==> src/rtl/superleg_pkg.sv <==
// Shared definitions for the superleg dual-issue LEGv8 core.
// Contents: opcode constants, instruction-class and ALU-op enums,
// instruction field positions and the XZR register index.
package superleg_pkg;

  localparam logic [4:0] XZR = 5'd31;

  // Field positions within a 32-bit instruction word
  localparam int unsigned RdLsb    = 0;   // Rd / Rt
  localparam int unsigned RnLsb    = 5;
  localparam int unsigned RmLsb    = 16;
  localparam int unsigned Imm12Lsb = 10;
  localparam int unsigned Addr9Lsb = 12;
  localparam int unsigned Imm19Lsb = 5;

  // Opcodes, left-aligned at bit 31
  localparam logic [10:0] OpAdd  = 11'b10001011000;
  localparam logic [10:0] OpSub  = 11'b11001011000;
  localparam logic [10:0] OpAnd  = 11'b10001010000;
  localparam logic [10:0] OpOrr  = 11'b10101010000;
  localparam logic [10:0] OpLdur = 11'b11111000010;
  localparam logic [10:0] OpStur = 11'b11111000000;
  localparam logic [9:0]  OpAddi = 10'b1001000100;
  localparam logic [7:0]  OpCbz  = 8'b10110100;
  localparam logic [5:0]  OpB    = 6'b000101;

  typedef enum logic [2:0] {
    ClsR, ClsAddi, ClsLoad, ClsStore, ClsCbz, ClsB, ClsNop
  } inst_class_e;

  typedef enum logic [1:0] {AluAdd, AluSub, AluAnd, AluOrr} alu_op_e;

endpackage

==> src/rtl/legv8_slot_decoder.sv <==
// One issue slot of the superleg core: decode, operand select (XZR reads as 0),
// immediate extension, ALU, memory address generation and branch resolution.
// Ports:
//   instr, slot_pc                 instruction word and its address
//   read_reg1/2, reg_data1/2       register-file read address / data
//   mem_data_in                    load data from data memory
//   write_reg, write_data, regwrite   register write request (XZR suppressed)
//   mem_address, mem_data_out, memread, memwrite   data-memory request
//   reads_rn, reads_r2             which read ports carry a real operand
//   branch_taken, branch_target    resolved control flow for this slot
module legv8_slot_decoder
  import superleg_pkg::*;
(
  input  logic [31:0] instr,
  input  logic [63:0] slot_pc,
  output logic [4:0]  read_reg1,
  output logic [4:0]  read_reg2,
  input  logic [63:0] reg_data1,
  input  logic [63:0] reg_data2,
  input  logic [63:0] mem_data_in,
  output logic [4:0]  write_reg,
  output logic [63:0] write_data,
  output logic        regwrite,
  output logic [63:0] mem_address,
  output logic [63:0] mem_data_out,
  output logic        memread,
  output logic        memwrite,
  output logic        reads_rn,
  output logic        reads_r2,
  output logic        branch_taken,
  output logic [63:0] branch_target
);

  inst_class_e cls;
  alu_op_e     alu_op;
  logic [4:0]  rn, rm, rd;
  logic [63:0] op_a, op_b, alu_res;
  logic [63:0] imm12_z, addr9_s, cbz_off, b_off;

  always_comb begin
    cls    = ClsNop;
    alu_op = AluAdd;
    if (instr[31:21] == OpAdd) begin
      cls = ClsR;
    end else if (instr[31:21] == OpSub) begin
      cls    = ClsR;
      alu_op = AluSub;
    end else if (instr[31:21] == OpAnd) begin
      cls    = ClsR;
      alu_op = AluAnd;
    end else if (instr[31:21] == OpOrr) begin
      cls    = ClsR;
      alu_op = AluOrr;
    end else if (instr[31:21] == OpLdur) begin
      cls = ClsLoad;
    end else if (instr[31:21] == OpStur) begin
      cls = ClsStore;
    end else if (instr[31:22] == OpAddi) begin
      cls = ClsAddi;
    end else if (instr[31:24] == OpCbz) begin
      cls = ClsCbz;
    end else if (instr[31:26] == OpB) begin
      cls = ClsB;
    end
  end

  assign rd = instr[RdLsb +: 5];
  assign rn = instr[RnLsb +: 5];
  assign rm = instr[RmLsb +: 5];

  // Second read port carries Rm for R-type, Rt for everything else
  assign read_reg1 = rn;
  assign read_reg2 = (cls == ClsR) ? rm : rd;

  assign op_a = (rn == XZR)        ? 64'd0 : reg_data1;
  assign op_b = (read_reg2 == XZR) ? 64'd0 : reg_data2;

  assign imm12_z = {52'd0, instr[Imm12Lsb +: 12]};
  assign addr9_s = {{55{instr[Addr9Lsb + 8]}}, instr[Addr9Lsb +: 9]};
  assign cbz_off = {{43{instr[Imm19Lsb + 18]}}, instr[Imm19Lsb +: 19], 2'b00};
  assign b_off   = {{36{instr[25]}}, instr[25:0], 2'b00};

  always_comb begin
    unique case (alu_op)
      AluSub:  alu_res = op_a - op_b;
      AluAnd:  alu_res = op_a & op_b;
      AluOrr:  alu_res = op_a | op_b;
      default: alu_res = op_a + op_b;
    endcase
  end

  always_comb begin
    write_data = 64'd0;
    case (cls)
      ClsR:    write_data = alu_res;
      ClsAddi: write_data = op_a + imm12_z;
      ClsLoad: write_data = mem_data_in;
      default: write_data = 64'd0;
    endcase
  end

  assign write_reg = rd;
  assign regwrite  = (cls inside {ClsR, ClsAddi, ClsLoad}) && (rd != XZR);

  assign mem_address  = op_a + addr9_s;
  assign mem_data_out = op_b;
  assign memread      = (cls == ClsLoad);
  assign memwrite     = (cls == ClsStore);

  assign reads_rn = cls inside {ClsR, ClsAddi, ClsLoad, ClsStore};
  assign reads_r2 = cls inside {ClsR, ClsStore, ClsCbz};

  assign branch_taken  = (cls == ClsB) || ((cls == ClsCbz) && (op_b == 64'd0));
  assign branch_target = slot_pc + ((cls == ClsB) ? b_off : cbz_off);

endmodule

==> src/rtl/superleg_dual_core.sv <==
// Dual-issue in-order single-cycle LEGv8 subset core. Two decoders share the
// fetch pair at PC1/PC2; pairing hazards squash slot 2 and the PC advances by 4.
// Optional feature macro: SUPERLEG_DUAL_ISSUE_EN (undefined: slot 2 is always
// squashed, single issue).
// Ports: CLOCK/RESET (async active-low), IC1/IC2 instruction words, PC1/PC2
// fetch addresses, per-slot register-file read/write ports, per-slot data-memory
// address/data/strobes.
module superleg_dual_core
  import superleg_pkg::*;
#(
  parameter logic [63:0] RESET_PC = 64'h0
) (
  input  logic        CLOCK,
  input  logic        RESET,
  input  logic [31:0] IC1,
  input  logic [31:0] IC2,
  output logic [63:0] PC1,
  output logic [63:0] PC2,
  output logic [4:0]  read_reg1_1,
  output logic [4:0]  read_reg2_1,
  output logic [4:0]  read_reg1_2,
  output logic [4:0]  read_reg2_2,
  input  logic [63:0] reg_data1_1,
  input  logic [63:0] reg_data2_1,
  input  logic [63:0] reg_data1_2,
  input  logic [63:0] reg_data2_2,
  output logic [4:0]  write_reg1_1,
  output logic [4:0]  write_reg1_2,
  output logic [63:0] write_data1_1,
  output logic [63:0] write_data1_2,
  output logic        regwrite1_1,
  output logic        regwrite1_2,
  output logic [63:0] mem_address_out1,
  output logic [63:0] mem_address_out2,
  output logic [63:0] mem_data_out1,
  output logic [63:0] mem_data_out2,
  input  logic [63:0] mem_data_in1,
  input  logic [63:0] mem_data_in2,
  output logic        control_memwrite_out1,
  output logic        control_memwrite_out2,
  output logic        control_memread_out1,
  output logic        control_memread_out2
);

`ifdef SUPERLEG_DUAL_ISSUE_EN
  localparam bit DualIssue = 1'b1;
`else
  localparam bit DualIssue = 1'b0;
`endif

  logic [63:0] pc_q, pc_d;
  logic        rw_1, rw_2, mr_1, mr_2, mw_1, mw_2;
  logic        rn_used_2, r2_used_2, rn_used_1, r2_used_1;
  logic        br_1, br_2;
  logic [63:0] tgt_1, tgt_2;
  logic        raw, waw, mem_pair, squash_2;

  assign PC1 = pc_q;
  assign PC2 = pc_q + 64'd4;

  legv8_slot_decoder u_slot1 (
    .instr        (IC1),
    .slot_pc      (PC1),
    .read_reg1    (read_reg1_1),
    .read_reg2    (read_reg2_1),
    .reg_data1    (reg_data1_1),
    .reg_data2    (reg_data2_1),
    .mem_data_in  (mem_data_in1),
    .write_reg    (write_reg1_1),
    .write_data   (write_data1_1),
    .regwrite     (rw_1),
    .mem_address  (mem_address_out1),
    .mem_data_out (mem_data_out1),
    .memread      (mr_1),
    .memwrite     (mw_1),
    .reads_rn     (rn_used_1),
    .reads_r2     (r2_used_1),
    .branch_taken (br_1),
    .branch_target(tgt_1)
  );

  legv8_slot_decoder u_slot2 (
    .instr        (IC2),
    .slot_pc      (PC2),
    .read_reg1    (read_reg1_2),
    .read_reg2    (read_reg2_2),
    .reg_data1    (reg_data1_2),
    .reg_data2    (reg_data2_2),
    .mem_data_in  (mem_data_in2),
    .write_reg    (write_reg1_2),
    .write_data   (write_data1_2),
    .regwrite     (rw_2),
    .mem_address  (mem_address_out2),
    .mem_data_out (mem_data_out2),
    .memread      (mr_2),
    .memwrite     (mw_2),
    .reads_rn     (rn_used_2),
    .reads_r2     (r2_used_2),
    .branch_taken (br_2),
    .branch_target(tgt_2)
  );

  // rw_1 is already false for an XZR destination, so XZR never forms a hazard.
  // Slot 1's own read flags say nothing about pairing; fold them in harmlessly.
  assign raw = rw_1 && ((rn_used_2 && (read_reg1_2 == write_reg1_1)) ||
                        (r2_used_2 && (read_reg2_2 == write_reg1_1)));
  assign waw      = rw_1 && rw_2 && (write_reg1_1 == write_reg1_2);
  assign mem_pair = (mr_1 || mw_1) && (mr_2 || mw_2) && (rn_used_1 || r2_used_1);
  assign squash_2 = !DualIssue || br_1 || raw || waw || mem_pair;

  always_comb begin
    pc_d = pc_q + 64'd8;
    if (br_1) begin
      pc_d = tgt_1;
    end else if (squash_2) begin
      pc_d = pc_q + 64'd4;
    end else if (br_2) begin
      pc_d = tgt_2;
    end
  end

  always_ff @(posedge CLOCK or negedge RESET) begin
    if (!RESET) begin
      pc_q <= RESET_PC;
    end else begin
      pc_q <= pc_d;
    end
  end

  // Enables are held low while reset is asserted
  assign regwrite1_1           = RESET && rw_1;
  assign control_memread_out1  = RESET && mr_1;
  assign control_memwrite_out1 = RESET && mw_1;
  assign regwrite1_2           = RESET && !squash_2 && rw_2;
  assign control_memread_out2  = RESET && !squash_2 && mr_2;
  assign control_memwrite_out2 = RESET && !squash_2 && mw_2;

endmodule

==> config.mk <==
export PLATFORM = sky130hd
export DESIGN_NAME = superleg_dual_core
export DESIGN_NICKNAME = d
export VERILOG_FILES = /design/src/rtl/superleg_pkg.sv /design/src/rtl/legv8_slot_decoder.sv /design/src/rtl/superleg_dual_core.sv
export SDC_FILE = /design/constraint.sdc
export NUM_CORES = 2
export LEC_CHECK = 0
export CAP_MARGIN = 0
export CORE_AREA = 5 5 383 385
export CTS_CLUSTER_SIZE = 16
export DETAILED_ROUTE_END_ITERATION = 12
export DIE_AREA = 0 0 388 390
export GPL_TIMING_DRIVEN = 0
export REMOVE_ABC_BUFFERS = 1
export SLEW_MARGIN = 10
export SYNTH_ARGS = -nofsm -noshare
export SYNTH_HDL_FRONTEND = slang
export SYNTH_SLANG_ARGS = --single-unit
==> constraint.sdc <==
create_clock -name CLOCK -period 13.1 [get_ports CLOCK]
set_input_delay 1.31 -clock CLOCK [delete_from_list [all_inputs] [get_ports CLOCK]]
set_output_delay 1.31 -clock CLOCK [all_outputs]
set_load 0.02 [all_outputs]
==> summary.md <==
| Metric | Value |
|---|---|
| Pwr per Cell Area | `87.38 nW/um2` |
| Number of inserted filler cells in the final layout | `15531` |
| Final weighted congestion in routability-driven placement | `1.003` |
| Power consumption | `approximately 0.0040 W` |
| Most common cell on crit path | `sky130_fd_sc_hd__nand2_1` |
| Avg Cell Area, Syn | `about 6.6 um2` |
| Crit path arrival time | `10.59 ns` |
| Final clock period utilization by the worst path | `between 90% and 100%` |
| DP Wirelength | `187100 um` |
| Number of register bits inferred by synthesis | `62` |
| Average routed wire per standard cell | `27.89 um` |
| Max cap viols | `0` |
| Top fanout value on the critical path | `19` |
| RSZ-0062 raised after global routing | `false` |
| Sequential cell area fraction in the yosys report | `around 4.6%` |
| Critical Path Stages | `30` |
| Post-CTS setup repair buffer count | `0` |
| Die X-Extent | `388 um` |
| Global-route wire length before repair | `300500 um` |
| Least-Margin Pin Slew | `1.418 ns` |
| Crit. End Element | `output port` |
| Relative area change from synthesis to final layout | `37.49%` |
| Number of distinct library cells after synthesis | `119` |
| Rows | `139` |
| Kind of path behind the tightest hold check | `reg2reg` |
| Core Area | `between 100000 and 150000 um2` |
| Crit path launch type | `primary input` |
| GRT overflow | `0` |
| Vertical extent of the die | `just under 400 um` |
| Synth async-reset ratio | `100.0%` |
| Post-synthesis cell count | `5025` |
| Drt pass-1 iters | `7` |
| Top Ports | `998` |
| Min cycle time layout | `11.90 ns` |
| Count of buffering cells on the critical path with inverters included | `3` |
| Count of warnings emitted by yosys | `0` |
| Worst vdd rail ir drop | `0.00008906 V` |
| Top delay family on crit path | `compound AO/OA/AOI/OAI gates` |
| Setup TNS | `0 ns` |
| EDFF count, synth | `0` |
| Total Routing Usage GR | `26.66%` |
| Pin count of the biggest net entering global routing | `79` |
| Top flip-flop cell by instance count after synthesis | `sky130_fd_sc_hd__dfrtp_1` |
| TritonCTS clock tree | `yes` |
| Clock Sink Count | `62` |
| Hold Crit Depth | `3` |
| Required time worst endpoint | `11.79 ns` |
| Total number of vias | `43163` |
| Post-cts sizing count | `0` |
| Synthesized area | `between 30000 and 40000 um2` |
| Pleak | `18.86 nW` |
| Maximum buffer depth of the clock tree | `2` |
| Tightest slew margin relative to the limit | `4.895%` |
| Post-synth top area cell | `sky130_fd_sc_hd__ha_1` |
| Post-DR vias/cell | `5.542` |
| Critical path start-end classification | `in2out` |
| Pins over their slew limit | `0` |
| Antenna violations before repair | `81` |
| Critical Path Max Stage Delay | `1.18 ns` |
| Outcome | `complete, no violations` |
| Root buf cell | `sky130_fd_sc_hd__clkbuf_16` |
| Number of global-route vias before repair | `41037` |
| Floorplan die area | `about 150000 um2` |
| Worst skew pair latency | `between 0.3 and 0.4 ns` |
| Highest clock frequency the design can meet | `84.06 MHz` |
| Number of cells on the worst reg-to-reg path | `13` |
| DRC errors left | `0` |
| Post-CTS Hold Fix Bufs | `0` |
| Layout cell share with drive strength beyond 1 | `3.381%` |
| Detailed-route wire length | `217200 um` |
| Final-stage net count | `6620` |
| Number of buffers created by CTS | `9` |
| Antenna Nets Post-Route | `0` |
| Setup Viol. Count Final | `0` |
| Area share of the leading cell type in the synthesized netlist | `12.81%` |
| H-tree Lvls | `3` |
| Layout Skew | `~0.010 ns` |
| Count of buffers from port buffering | `990` |
| Largest cells by area after synthesis | `sky130_fd_sc_hd__ha_1, sky130_fd_sc_hd__xnor2_1, sky130_fd_sc_hd__nand2_1` |
| Number of flip-flops in the largest register | `62` |
| Starting density of the core | `23.39%` |
| Final hold viol count | `0` |
| DRC marker count from the first detailed-route iteration | `4265` |
| Reg clk slew, reported paths | `0.06 ns` |
| Max stage delay cell, worst path | `sky130_fd_sc_hd__o41ai_1` |
-- per-layer routing --
metal	track usage, %	share of wire, %	up-vias
met2	45.48	47	2153
met1	31.09	38	20649
met4	16.85	7.1	18
li1	-	-	19874
met3	4.386	7.5	469
met5	0	0.052	-
-- logic make-up (layout without fill, tap and decap cells) --
logic type	count (synthesis)	count (layout)	share of synthesized area, %
buf+inv	475	1270	5.755
compound gates	1615	1615	31.31
mux	15	15	0.4721
fa+ha+maj	447	447	16.17
flops	62	62	4.646
other cells	1	66	0.01123
simple gates	1852	1852	26.99
xor+xnor	558	558	14.64
-- worst paths after layout --
path | slack, ns | end | startpoint
setup / recovery | 1.20 | write_data1_1[57] | IC1[22]
hold / removal | 0.65 | PC1[63] | PC1[63]
setup reg to reg | 8.67 | PC1[59] | PC1[5]
hold reg to reg | 0.65 | PC1[63] | PC1[63]
max in group asynchronous | 11.64 | PC1[17] | RESET
min in group asynchronous | 0.88 | PC1[42] | RESET
-- through the flow --
step / hold slack [ns] / cells / util [%] / instance area, um2 / setup WS, ns
2_1_floorplan: 0.6622 / 4770 / - / 32300 / 3.657
3_3_place_gp: 0.6320 / 7663 / 31.23 / 44590 / -4.582
3_5_place_dp: 0.6406 / 7713 / 31.83 / 45450 / 1.413
4_1_cts: 0.6499 / 7729 / 32.05 / 45760 / 1.377
5_1_grt: 0.6738 / 7780 / 32.14 / 45890 / 0.8986
6_report: 0.6494 / 7788 / 32.15 / 45910 / 1.203
-- report_power, final --
part           total, W  switching [W]  internal (W)  leakage [nW]
combinational   0.00335        0.00196       0.00139          17.9
clock          0.000269      0.0000968      0.000172         0.150
sequential     0.000395       0.000132      0.000263         0.767
total           0.00401        0.00219       0.00183          18.9
-- cell type report --
cell class,instances,area (um2),share of cell area (%)
Timing Repair Buffer,1040,10610,23.10
Antenna cell,59,147.6,0.3216
Inverter,214,803.3,1.750
Multi-Input combinational cell,4494,30110,65.57
Clock buffer,13,250.2,0.5450
Sequential cell,62,1551,3.379
Clock inverter,3,67.56,0.1472
Tap cell,1903,2381,5.186
-- cell usage after synthesis (all sizes together) (37+ instances only) --
master and instances:
and2 158, dfrtp 62, a21o 220, a21oi 471
o21bai 40, nor2 393, a22oi 44, nand4 88
nor2b 66, clkbuf 210, and3 73, nand2 642
buf 51, nor4 40, maj3 98, nand2b 46
xor2 188, o21ai 398, o21a 47, o31ai 37
ha 342, inv 214, a222oi 40, a211oi 41
nand3 149, nor3 98, a31oi 53, xnor2 370
-- layout by cell type, fill, tap and decap left out, types with 27 or more instances in the layout --
master and n:
sky130_fd_sc_hd__a22oi_1 44, sky130_fd_sc_hd__nor2_1 387, sky130_fd_sc_hd__a31oi_1 51, sky130_fd_sc_hd__o221ai_1 34, sky130_fd_sc_hd__nor2b_1 66, sky130_fd_sc_hd__clkdlybuf4s50_1 986, sky130_fd_sc_hd__diode_2 59, sky130_fd_sc_hd__a222oi_1 40
sky130_fd_sc_hd__o21a_1 47, sky130_fd_sc_hd__xor2_1 188, sky130_fd_sc_hd__maj3_1 98, sky130_fd_sc_hd__nand2_1 636, sky130_fd_sc_hd__and2_1 146, sky130_fd_sc_hd__ha_1 342, sky130_fd_sc_hd__nand3_1 144, sky130_fd_sc_hd__nand2b_1 46
sky130_fd_sc_hd__nor3_1 93, sky130_fd_sc_hd__inv_1 213, sky130_fd_sc_hd__dfrtp_1 62, sky130_fd_sc_hd__o21bai_1 39, sky130_fd_sc_hd__a21oi_1 459, sky130_fd_sc_hd__o31ai_1 32, sky130_fd_sc_hd__o211ai_1 27, sky130_fd_sc_hd__a211oi_1 38
sky130_fd_sc_hd__nand4_1 87, sky130_fd_sc_hd__o21ai_1 29, sky130_fd_sc_hd__xnor2_1 370, sky130_fd_sc_hd__and3_1 70, sky130_fd_sc_hd__buf_4 27, sky130_fd_sc_hd__a21o_1 218, sky130_fd_sc_hd__o21ai_0 367
-- worst register-to-register path, stage by stage (launching register included) --
cell and delay, ns:
sky130_fd_sc_hd__dfrtp_1 0.50, sky130_fd_sc_hd__nand3_1 0.18, sky130_fd_sc_hd__nor2_1 0.19, sky130_fd_sc_hd__nand2_1 0.10, sky130_fd_sc_hd__nor3_1 0.85, sky130_fd_sc_hd__nand4_1 0.51, sky130_fd_sc_hd__nor2_1 0.52, sky130_fd_sc_hd__nand2_1 0.27
sky130_fd_sc_hd__nor3_1 0.27, sky130_fd_sc_hd__nand4_1 0.26, sky130_fd_sc_hd__nor2_1 0.19, sky130_fd_sc_hd__xor2_1 0.31, sky130_fd_sc_hd__nor2_1 0.09, sky130_fd_sc_hd__a21oi_1 0.12
Power figures use the tool's default switching activity.
